--- src/rtl/lock_pkg.sv ---
// Shared types, defaults and the button-digit decoder for the combination-lock supervisor.
package lock_pkg;

    localparam int unsigned CODE_LEN_DEF = 5;
    localparam logic [CODE_LEN_DEF-1:0] DEFAULT_CODE_DEF = 5'b01011;

    typedef enum logic [2:0] {
        ST_IDLE    = 3'd0,
        ST_ENTRY   = 3'd1,
        ST_CHECK   = 3'd2,
        ST_OPEN    = 3'd3,
        ST_PROG    = 3'd4,
        ST_LOCKOUT = 3'd5
    } state_e;

    typedef struct packed {
        logic valid;
        logic bad;
        logic value;
    } digit_t;

    // Both buttons in one cycle still count as a single digit, flagged bad.
    function automatic digit_t decode_digit(input logic b0, input logic b1);
        digit_t d;
        d.valid = b0 | b1;
        d.bad   = b0 & b1;
        d.value = b1 & ~b0;
        return d;
    endfunction

endpackage

--- src/rtl/lock_supervisor_if.sv ---
// Button-pulse inputs and status outputs of the lock supervisor.
interface lock_supervisor_if;
    logic       b0_pulse;
    logic       b1_pulse;
    logic       enter_pulse;
    logic       prog_pulse;
    logic       unlocked;
    logic       lockout;
    logic       err;
    logic       prog_ok;
    logic [1:0] fail_cnt;
    logic [3:0] hex_display;

    modport master (
        output b0_pulse, b1_pulse, enter_pulse, prog_pulse,
        input  unlocked, lockout, err, prog_ok, fail_cnt, hex_display
    );

    modport slave (
        input  b0_pulse, b1_pulse, enter_pulse, prog_pulse,
        output unlocked, lockout, err, prog_ok, fail_cnt, hex_display
    );
endinterface

--- src/rtl/lock_timer.sv ---
// Loadable down-counter that holds at zero; zero flag is registered alongside the count.
module lock_timer #(
    parameter int unsigned CNT_W = 16
) (
    input  logic             clk,
    input  logic             reset_in,
    input  logic             load,
    input  logic [CNT_W-1:0] load_val,
    output logic             zero
);

    logic [CNT_W-1:0] cnt_q, cnt_d;
    logic             zero_q;

    always_comb begin
        cnt_d = cnt_q;
        if (load) begin
            cnt_d = load_val;
        end else if (cnt_q != '0) begin
            cnt_d = cnt_q - CNT_W'(1);
        end
    end

    always_ff @(posedge clk or negedge reset_in) begin
        if (!reset_in) begin
            cnt_q  <= '0;
            zero_q <= 1'b1;
        end else begin
            cnt_q  <= cnt_d;
            zero_q <= (cnt_d == '0);
        end
    end

    assign zero = zero_q;

endmodule

--- src/rtl/lock_supervisor.sv ---
// Combination-lock supervisor: digit entry, code check, fail/lockout, timed open window, reprogramming.
module lock_supervisor
    import lock_pkg::*;
#(
    parameter int unsigned          CODE_LEN       = CODE_LEN_DEF,
    parameter logic [CODE_LEN-1:0]  DEFAULT_CODE   = DEFAULT_CODE_DEF,
    parameter int unsigned          MAX_FAIL       = 3,
    parameter int unsigned          UNLOCK_CYCLES  = 500,
    parameter int unsigned          LOCKOUT_CYCLES = 1000,
    parameter int unsigned          CNT_W          = 16
) (
    input  logic          clk,
    input  logic          reset_in,
    lock_supervisor_if.slave bus
);

    localparam int unsigned DCW = $clog2(CODE_LEN + 1);
    localparam logic [DCW-1:0]   FULL_CNT   = DCW'(CODE_LEN);
    localparam logic [CNT_W-1:0] UNLOCK_LD  = CNT_W'(UNLOCK_CYCLES - 1);
    localparam logic [CNT_W-1:0] LOCKOUT_LD = CNT_W'(LOCKOUT_CYCLES - 1);

    state_e              state_q, state_d;
    logic [CODE_LEN-1:0] entry_sr_q, entry_sr_d;
    logic [CODE_LEN-1:0] code_q, code_d;
    logic [DCW-1:0]      digit_cnt_q, digit_cnt_d;
    logic                bad_q, bad_d;
    logic [1:0]          fail_cnt_q, fail_cnt_d;
    logic                unlocked_q, unlocked_d;
    logic                lockout_q, lockout_d;
    logic                err_q, err_d;
    logic                prog_ok_q, prog_ok_d;
    logic [3:0]          hex_q, hex_d;

    logic                tmr_load_c;
    logic [CNT_W-1:0]    tmr_val_c;
    logic                tmr_zero;

    digit_t              dig_c;
    logic [CODE_LEN-1:0] cap_sr_c;
    logic [DCW-1:0]      cap_cnt_c;
    logic                cap_bad_c;
    logic                full_c;
    logic                match_c;
    logic                entry_ok_c;

    lock_timer #(.CNT_W(CNT_W)) u_timer (
        .clk      (clk),
        .reset_in (reset_in),
        .load     (tmr_load_c),
        .load_val (tmr_val_c),
        .zero     (tmr_zero)
    );

    // Shift-in of one digit; the cast keeps the low CODE_LEN bits of the widened vector.
    always_comb begin
        dig_c      = decode_digit(bus.b0_pulse, bus.b1_pulse);
        full_c     = (digit_cnt_q == FULL_CNT);
        cap_sr_c   = CODE_LEN'({entry_sr_q, dig_c.value});
        cap_cnt_c  = full_c ? digit_cnt_q : digit_cnt_q + DCW'(1);
        cap_bad_c  = bad_q | dig_c.bad | full_c;
        entry_ok_c = full_c && !bad_q;
        match_c    = entry_ok_c && (entry_sr_q == code_q);
    end

    always_comb begin
        state_d     = state_q;
        entry_sr_d  = entry_sr_q;
        code_d      = code_q;
        digit_cnt_d = digit_cnt_q;
        bad_d       = bad_q;
        fail_cnt_d  = fail_cnt_q;
        err_d       = 1'b0;
        prog_ok_d   = 1'b0;
        tmr_load_c  = 1'b0;
        tmr_val_c   = UNLOCK_LD;

        unique case (state_q)
            ST_IDLE: begin
                if (!bus.enter_pulse && dig_c.valid) begin
                    entry_sr_d  = CODE_LEN'(dig_c.value);
                    digit_cnt_d = DCW'(1);
                    bad_d       = dig_c.bad;
                    tmr_load_c  = 1'b1;
                    state_d     = ST_ENTRY;
                end
            end
            ST_ENTRY: begin
                if (bus.enter_pulse) begin
                    state_d = ST_CHECK;
                end else if (dig_c.valid) begin
                    entry_sr_d  = cap_sr_c;
                    digit_cnt_d = cap_cnt_c;
                    bad_d       = cap_bad_c;
                    tmr_load_c  = 1'b1;
                end else if (tmr_zero) begin
                    state_d = ST_IDLE;
                end
            end
            ST_CHECK: begin
                if (match_c) begin
                    fail_cnt_d = 2'd0;
                    tmr_load_c = 1'b1;
                    state_d    = ST_OPEN;
                end else if (({1'b0, fail_cnt_q} + 3'd1) == 3'(MAX_FAIL)) begin
                    err_d      = 1'b1;
                    fail_cnt_d = 2'd0;
                    tmr_load_c = 1'b1;
                    tmr_val_c  = LOCKOUT_LD;
                    state_d    = ST_LOCKOUT;
                end else begin
                    err_d      = 1'b1;
                    fail_cnt_d = fail_cnt_q + 2'd1;
                    state_d    = ST_IDLE;
                end
            end
            ST_OPEN: begin
                if (bus.enter_pulse) begin
                    state_d = ST_IDLE;
                end else if (bus.prog_pulse) begin
                    entry_sr_d  = '0;
                    digit_cnt_d = '0;
                    bad_d       = 1'b0;
                    tmr_load_c  = 1'b1;
                    state_d     = ST_PROG;
                end else if (tmr_zero) begin
                    state_d = ST_IDLE;
                end
            end
            ST_PROG: begin
                if (bus.enter_pulse) begin
                    if (entry_ok_c) begin
                        code_d    = entry_sr_q;
                        prog_ok_d = 1'b1;
                    end else begin
                        err_d = 1'b1;
                    end
                    state_d = ST_IDLE;
                end else if (tmr_zero) begin
                    state_d = ST_IDLE;
                end else if (dig_c.valid) begin
                    entry_sr_d  = cap_sr_c;
                    digit_cnt_d = cap_cnt_c;
                    bad_d       = cap_bad_c;
                end
            end
            ST_LOCKOUT: begin
                if (tmr_zero) begin
                    state_d = ST_IDLE;
                end
            end
            default: state_d = ST_IDLE;
        endcase

        // Status outputs follow the next state so they register in step with it.
        unlocked_d = (state_d == ST_OPEN) || (state_d == ST_PROG);
        lockout_d  = (state_d == ST_LOCKOUT);
        hex_d      = {1'b0, state_d};
    end

    always_ff @(posedge clk or negedge reset_in) begin
        if (!reset_in) begin
            state_q     <= ST_IDLE;
            entry_sr_q  <= '0;
            code_q      <= DEFAULT_CODE;
            digit_cnt_q <= '0;
            bad_q       <= 1'b0;
            fail_cnt_q  <= 2'd0;
            unlocked_q  <= 1'b0;
            lockout_q   <= 1'b0;
            err_q       <= 1'b0;
            prog_ok_q   <= 1'b0;
            hex_q       <= 4'd0;
        end else begin
            state_q     <= state_d;
            entry_sr_q  <= entry_sr_d;
            code_q      <= code_d;
            digit_cnt_q <= digit_cnt_d;
            bad_q       <= bad_d;
            fail_cnt_q  <= fail_cnt_d;
            unlocked_q  <= unlocked_d;
            lockout_q   <= lockout_d;
            err_q       <= err_d;
            prog_ok_q   <= prog_ok_d;
            hex_q       <= hex_d;
        end
    end

    assign bus.unlocked    = unlocked_q;
    assign bus.lockout     = lockout_q;
    assign bus.err         = err_q;
    assign bus.prog_ok     = prog_ok_q;
    assign bus.fail_cnt    = fail_cnt_q;
    assign bus.hex_display = hex_q;

endmodule

--- src/flat_wrapper.sv ---
// flat-port wrapper written by rule: the top's interface ports become plain ports
module lock_supervisor_flat import lock_pkg::*;
#(
    parameter int unsigned          CODE_LEN       = CODE_LEN_DEF,
    parameter logic [CODE_LEN-1:0]  DEFAULT_CODE   = DEFAULT_CODE_DEF,
    parameter int unsigned          MAX_FAIL       = 3,
    parameter int unsigned          UNLOCK_CYCLES  = 500,
    parameter int unsigned          LOCKOUT_CYCLES = 1000,
    parameter int unsigned          CNT_W          = 16
)
  (clk, reset_in, bus_b0_pulse, bus_b1_pulse, bus_enter_pulse, bus_prog_pulse, bus_unlocked, bus_lockout, bus_err, bus_prog_ok, bus_fail_cnt, bus_hex_display);
  lock_supervisor_if bus_i ();
  input  logic clk;
  input  logic reset_in;
  input wire logic [$bits(bus_i.b0_pulse)-1:0] bus_b0_pulse;
  input wire logic [$bits(bus_i.b1_pulse)-1:0] bus_b1_pulse;
  input wire logic [$bits(bus_i.enter_pulse)-1:0] bus_enter_pulse;
  input wire logic [$bits(bus_i.prog_pulse)-1:0] bus_prog_pulse;
  output wire logic [$bits(bus_i.unlocked)-1:0] bus_unlocked;
  output wire logic [$bits(bus_i.lockout)-1:0] bus_lockout;
  output wire logic [$bits(bus_i.err)-1:0] bus_err;
  output wire logic [$bits(bus_i.prog_ok)-1:0] bus_prog_ok;
  output wire logic [$bits(bus_i.fail_cnt)-1:0] bus_fail_cnt;
  output wire logic [$bits(bus_i.hex_display)-1:0] bus_hex_display;
  assign bus_i.b0_pulse = bus_b0_pulse;
  assign bus_i.b1_pulse = bus_b1_pulse;
  assign bus_i.enter_pulse = bus_enter_pulse;
  assign bus_i.prog_pulse = bus_prog_pulse;
  assign bus_unlocked = bus_i.unlocked;
  assign bus_lockout = bus_i.lockout;
  assign bus_err = bus_i.err;
  assign bus_prog_ok = bus_i.prog_ok;
  assign bus_fail_cnt = bus_i.fail_cnt;
  assign bus_hex_display = bus_i.hex_display;
  lock_supervisor #(.CODE_LEN(CODE_LEN), .DEFAULT_CODE(DEFAULT_CODE), .MAX_FAIL(MAX_FAIL), .UNLOCK_CYCLES(UNLOCK_CYCLES), .LOCKOUT_CYCLES(LOCKOUT_CYCLES), .CNT_W(CNT_W)) u_core (.clk(clk), .reset_in(reset_in), .bus(bus_i));
endmodule
--- config.mk ---
export PLATFORM = sky130hd
export DESIGN_NAME = lock_supervisor_flat
export DESIGN_NICKNAME = d
export VERILOG_FILES = /design/src/rtl/lock_pkg.sv /design/src/rtl/lock_supervisor_if.sv /design/src/rtl/lock_timer.sv /design/src/rtl/lock_supervisor.sv /design/src/flat_wrapper.sv
export SDC_FILE = /design/constraint.sdc
export NUM_CORES = 1
export LEC_CHECK = 0
export ABC_AREA = 1
export CORE_ASPECT_RATIO = 0.8
export CORE_MARGIN = 5
export CORE_UTILIZATION = 58
export CTS_BUF_LIST = sky130_fd_sc_hd__clkbuf_16
export DETAILED_ROUTE_END_ITERATION = 8
export GPL_ROUTABILITY_DRIVEN = 0
export PLACE_DENSITY = 0.79
export SYNTH_ARGS = -nofsm -noshare
export SYNTH_HDL_FRONTEND = slang
export SYNTH_SLANG_ARGS = --single-unit
export TNS_END_PERCENT = 10
--- constraint.sdc ---
create_clock -name clk -period 2.1 [get_ports clk]
set_input_delay 0.525 -clock clk [delete_from_list [all_inputs] [get_ports clk]]
set_output_delay 0.525 -clock clk [all_outputs]
set_load 0.01 [all_outputs]
Yosys cells after proc, flatten, opt, wreduce, memory -nomap -nowiden:

Cells that the tools add are included.

* $add $sub $neg: 4
* $mul: 0
* divide/modulo/power cells: 0
* $lt $le $gt $ge: 0
* eq/ne operators: 17
* shift-type cells: 0
* muxes and demuxes: 57
* bitwise gates (word level): 6
* reductions and logical operators: 12

Operators by type and width (number)
* two-way mux 16 bit: 4
* two-way mux 3 bit: 17
* two-way mux 5 bit: 7
* two-way mux 1 bit: 20
* one-hot mux 5 bit (4 select lines): 1
* one-hot mux 3 bit (6 select lines): 1
* zero test 16 bit: 1
* nonzero test 16 bit: 1
* subtractor 16 x 1 -> 16 bit (second input constant): 1
* == test 3 bit (second input constant): 5
* == test 3 x 2 -> 1 bit (second input constant): 4
* one-hot mux 3 bit (4 select lines): 1
* two-way mux 10 bit: 1
* inequality test 2 bit (second input constant): 5
* one-hot mux 1 bit (4 select lines): 2
* AND reduction 7 bit: 1
* == test 5 bit: 1
* two-way mux 2 bit: 2
* nonzero test 4 bit: 1
* adder 2 x 1 -> 3 bit (second input constant): 1
* adder 3 x 1 -> 3 bit (second input constant): 1
* == test 3 x 1 -> 1 bit (second input constant): 1
* logical AND 1 bit: 3
* zero test 3 bit: 1
* 9 further kinds: 13

* flip-flop bits (word level): 40
* latch bits: 0
* RAM bits: 0
* ROM bits: 0
* input port bits: 6
* output and inout port bits: 10
* memories: 0

Longest topological paths before layout:

* depth in word-level cells: 7
* mapped depth: 13

Cells and area by module:

From an unflattened synthesis, not the netlist that was laid out.

* cell total of the unflattened synthesis: 346
* area, all modules: 2575.0 um2

Modules (own cells, without submodules)
* lock_supervisor: times used 1, cells an instance 163, area each 1312.5 um2, sequential area each 579.3 um2
* lock_timer: times used 1, cells an instance 183, area each 1262.5 um2, sequential area each 426.7 um2

Worst setup path after synthesis:

No wires, ideal clock.

* kind: reg-to-reg
* start: register u_core.digit_cnt_q[1]
* end: register u_core.u_timer.zero_q (netlist: u_core.u_timer.zero)
* arrival: 1.556 ns
* required time: 2.025 ns
* path slack: 0.469 ns
* cell stages (with the launch flop): 14
* path through: dfrtp_1 inv_1 ha_1 nand2_1 nor2_2 nand2_1 nor2_2 nand3_1 nand3_2 nand2_2 buf_6 o21ai_2 nand2_1 nor3_2

* longest elaborated chain between the ends: 7
* elaborated cells between the ends (all ways): 9

Ends and longest elaborated chain
* from (decl): line lock_supervisor.sv:25 `logic [DCW-1:0] digit_cnt_q, digit_cnt_d;`
* from (signal assigned): line lock_supervisor.sv:177 `digit_cnt_q <= digit_cnt_d;`
* == test 3 bit (*): line lock_supervisor.sv:57 `full_c = (digit_cnt_q == FULL_CNT);`
* logical AND 1 bit (*): line lock_supervisor.sv:61 `entry_ok_c = full_c && !bad_q;`
* logical AND 1 bit (*): line lock_supervisor.sv:62 `match_c = entry_ok_c && (entry_sr_q == code_q);`
* two-way mux 1 bit or two-way mux 16 bit (tied branches): line lock_supervisor.sv:100 `if (match_c) begin`
* one-hot mux 1 bit (4 select lines) or two-way mux 16 bit (tied branches): line lock_supervisor.sv:77 `unique case (state_q)`
* two-way mux 16 bit (*): line lock_timer.sv:17 `if (load) begin`
* zero test 16 bit (*): line lock_timer.sv:30 `zero_q <= (cnt_d == '0);`
* to (signal assigned): line lock_timer.sv:30
* to (decl): line lock_timer.sv:13 `logic zero_q;`

Every way passes the cells marked *; elsewhere a longest branch is shown, timed or not.
A chain may end at the register's enable or synchronous reset.

Final worst setup path:

* start: register u_core.u_timer.cnt_q[0]
* end: register u_core.u_timer.zero_q (netlist: u_core.u_timer.zero)

* longest elaborated chain between the ends: 4
* elaborated cells between the ends (all ways): 5

Ends and longest elaborated chain
* from (decl): line lock_timer.sv:12 `logic [CNT_W-1:0] cnt_q, cnt_d;`
* from (signal assigned): line lock_timer.sv:29 `cnt_q <= cnt_d;`
* subtractor 16 x 1 -> 16 bit or nonzero test 16 bit (tied branches): line lock_timer.sv:20, lock_timer.sv:19
* two-way mux 16 bit (*): line lock_timer.sv:19 `end else if (cnt_q != '0) begin`
* two-way mux 16 bit (*): line lock_timer.sv:17
* zero test 16 bit (*): line lock_timer.sv:30

Marks and branches as above.

==> flow_summary.json <==
{
  "status": "complete, no violations",
  "required_ns": 2.31,
  "antenna_found_initial": 0,
  "crit_slowest_cell": "dfrtp_1",
  "cp.depth": 10,
  "ys_seq_area_share_pct": 43.1,
  "synthTopCellsByArea": "dfrtp_1 (39%), nand2_1 (13%), nor2_1 (7.2%)",
  "drt_iter0_drc": 186,
  "place_hpwl_microns": 4060,
  "vias": 2095,
  "critPathBufInv": 2,
  "drive_gt1_share_pct": 13.0,
  "netlist_instances": 319,
  "yosys_warnings": 0,
  "wl_microns": 5350,
  "cp_cell_sequence": "inv_1 -> ha_1 -> nand2_1 -> inv_1 -> nor2_1 -> o21ai_0 -> nand2_1 -> nor2_1 -> nand3_1 -> nor3_2",
  "fin_skew_ns": 0.00203,
  "area_delta_synth_final_pct": 17.9,
  "rsz0062_at_grt": "false",
  "dp_cells": 392,
  "post-route-cell-area_sq_um": 2750,
  "r2r_cells": 10,
  "post_dp_cell_area_sq_um": 2580,
  "cts.path.max_buffers": 2,
  "powerDensity_nw_per_um2": 1100,
  "worstPathMaxFanout": 5,
  "start_util_pct": 60.6,
  "reg2reg_to": "u_core.u_timer.zero$_DFF_PN1_",
  "fillers": 325,
  "ir_drop_uv": 781,
  "die-area_sq_um": 5400,
  "first_pass_iters": 5,
  "ff2ff_setup_slack_ns": 0.18,
  "cts-buffers-inserted": 5,
  "maxSlewViolCount": 0,
  "cts_setup_buffers": 0,
  "crit_type": "flop to flop",
  "synth_top_area_share_pct": 38.6,
  "maxCapViolCount": 0,
  "synth_seq_cells": 40,
  "post-synth-top-count-cell": "nand2_1",
  "timing.hold.ws_ns": 0.179,
  "final_core_util_pct": 71.5,
  "cts_htree_levels": 2,
  "ant_nets": 0,
  "place.port_buffers": 14,
  "total_leakage_power_nw": 1.37,
  "avgRoutedWirePerCell_microns": 13.4,
  "fp.dieW_microns": 81.0,
  "hold_buffers": 0,
  "cts_sinks": 40,
  "design.core.area_sq_um": 3850,
  "period_share_pct": 91.6,
  "cp-start-kind": "flop",
  "path_clk_slew_ns": 0.06,
  "min_path_type": "input port to async pin",
  "via_per_inst": 5.24,
  "synthFlopType": "dfrtp_1",
  "insertedDiodeCount": 0,
  "syn_nets": 329,
  "grt_start_max_net_pins": 24,
  "grt_pass1_vias": 2023,
  "fp-row-count": 20,
  "endpoint_kind": "flop",
  "cpLargestDelayFamily": "simple AND/OR/NAND/NOR gates",
  "gr-total-overflow": 0,
  "period_needed_ns": 1.92,
  "reg2reg_from": "u_core.u_timer.cnt_q[0]$_DFF_PN0_",
  "ioPinCount": 16,
  "tritoncts": "done",
  "syn_area_sq_um": 2340,
  "setup_viol": 0,
  "async_reset_ff_share_pct": 100,
  "fmax_mhz": 520,
  "fp.dieH_microns": 66.8,
  "hold_viol_final": 0,
  "fin_nets": 354,
  "fin_cells": 400,
  "drcViolationCount": 0,
  "syn_avg_cell_area_sq_um": 7.32,
  "setup_ws_ns": 0.176,
  "synth-edff-count": 0,
  "clk_latency_ns": 0.28,
  "cts-root-buf": "clkbuf_16",
  "synth_area_leader_cell": "dfrtp_1",
  "grt_pass1_wl_microns": 9180,
  "max_stage_delay_ns": 0.39,
  "synth.distinct_cells": 33,
  "globalRouteTotalUtil_pct": 22.3,
  "critPathArrivalTime_ns": 2.14,
  "synth_common_cells": "nand2_1 (81), nor2_1 (45), inv_1 (41), dfrtp_1 (36), nand3_1 (28)",
  "dp_slack_ns": -0.0325
}
[stage by stage]
step,TNS [ns],power (W)
floorplan,0,0.00178
global placement,0,0.00212
detailed placement,-0.0431,0.00216
CTS,0,0.00301
global route,0,0.00323
finish,0,0.00302
[worst register-to-register path, stage by stage (launching register included)]
cell and delay [ns]:
dfrtp_1 0.39, inv_1 0.15, ha_1 0.27, nand2_1 0.13, inv_1 0.14, nor2_1 0.05, o21ai_0 0.29, nand2_1 0.10
nor2_1 0.14, nand3_1 0.10, nor3_2 0.11
[layout make-up]
class	count	area [sq um]	area share, %
clock buffers	5	125	4.54
clock inverters	3	38.8	1.41
inverters	45	170	6.18
multi-input cells	230	1140	41.3
flip-flops and latches	40	1010	36.5
well taps	55	68.8	2.50
repair buffers	22	208	7.54
[how the worst max path moves through the flow]
stage / to / from / slack (ns)
after floorplan: u_core.u_timer.zero$_DFF_PN1_ / u_core.digit_cnt_q[1]$_DFFE_PN0P_ / 0.47
after global placement: u_core.u_timer.zero$_DFF_PN1_ / bus_enter_pulse / 0.02
after detailed placement: u_core.u_timer.zero$_DFF_PN1_ / bus_enter_pulse / -0.03
after CTS: u_core.u_timer.zero$_DFF_PN1_ / u_core.digit_cnt_q[1]$_DFFE_PN0P_ / 0.21
after global routing: u_core.u_timer.zero$_DFF_PN1_ / bus_b0_pulse / 0.007
final: u_core.u_timer.zero$_DFF_PN1_ / u_core.u_timer.cnt_q[0]$_DFF_PN0_ / 0.18
[where the power goes]
group / switching [W] / internal (W)
Sequential: 0.000145 / 0.000928
Combinational: 0.000670 / 0.000431
Clock: 0.000293 / 0.000554
[sequential cells by signal, summed over array words and instances, names as in the netlist]
name and cells:
u_core.u_timer.cnt_q 16, u_core.code_q 5, u_core.entry_sr_q 5, u_core.bus.hex_display 3, u_core.digit_cnt_q 3, u_core.bus.fail_cnt 2
u_core.bad_q 1, u_core.bus.err 1, u_core.bus.lockout 1, u_core.bus.prog_ok 1, u_core.bus.unlocked 1, u_core.u_timer.zero 1
[cell families after synthesis]
family | Yosys count | synth area share, %
buffers and inverters | 49 | 8.46
AOI/OAI and AO/OA | 36 | 8.57
other | 1 | 0.161
adders and majority gates | 4 | 2.14
and+or+nand+nor | 180 | 34.2
xor gates and xnor gates | 9 | 3.37
DFF | 40 | 43.1
[layout by cell type (no fill, tap or decap), drive strengths merged, types with 2 or more instances in the layout]
cell type / synthesis / final
a21oi: 8 / 8
and2: 3 / 3
buf: 3 / 9
clkbuf: 1 / 5
clkdlybuf4s50: 0 / 13
clkinv: 1 / 2
dfrtp: 36 / 36
dfstp: 4 / 4
ha: 4 / 4
inv: 44 / 45
nand2: 84 / 84
nand3: 29 / 29
nand3b: 5 / 5
nand4: 2 / 2
nor2: 52 / 52
nor3: 4 / 4
o21ai: 25 / 25
xnor2: 2 / 2
xor2: 7 / 7
[routing by layer]
| layer | track usage [%] | share of wire (%) | wire length, microns |
|---|---|---|---|
| met2 | 35.6 | 47 | 2520 |
| met1 | 30.6 | 47 | 2520 |
| met4 | 8.23 | 1.2 | 66 |
| met3 | 3.65 | 4.6 | 248 |
| met5 | 0 | 0 | 0 |
[what timing repair did]
action,in CTS,in global routing
endpoints found under the hold margin,0,0
setup endpoints to repair,0,1
gates resized for setup,0,1
No activity file was read; power rests on OpenSTA's default activity.
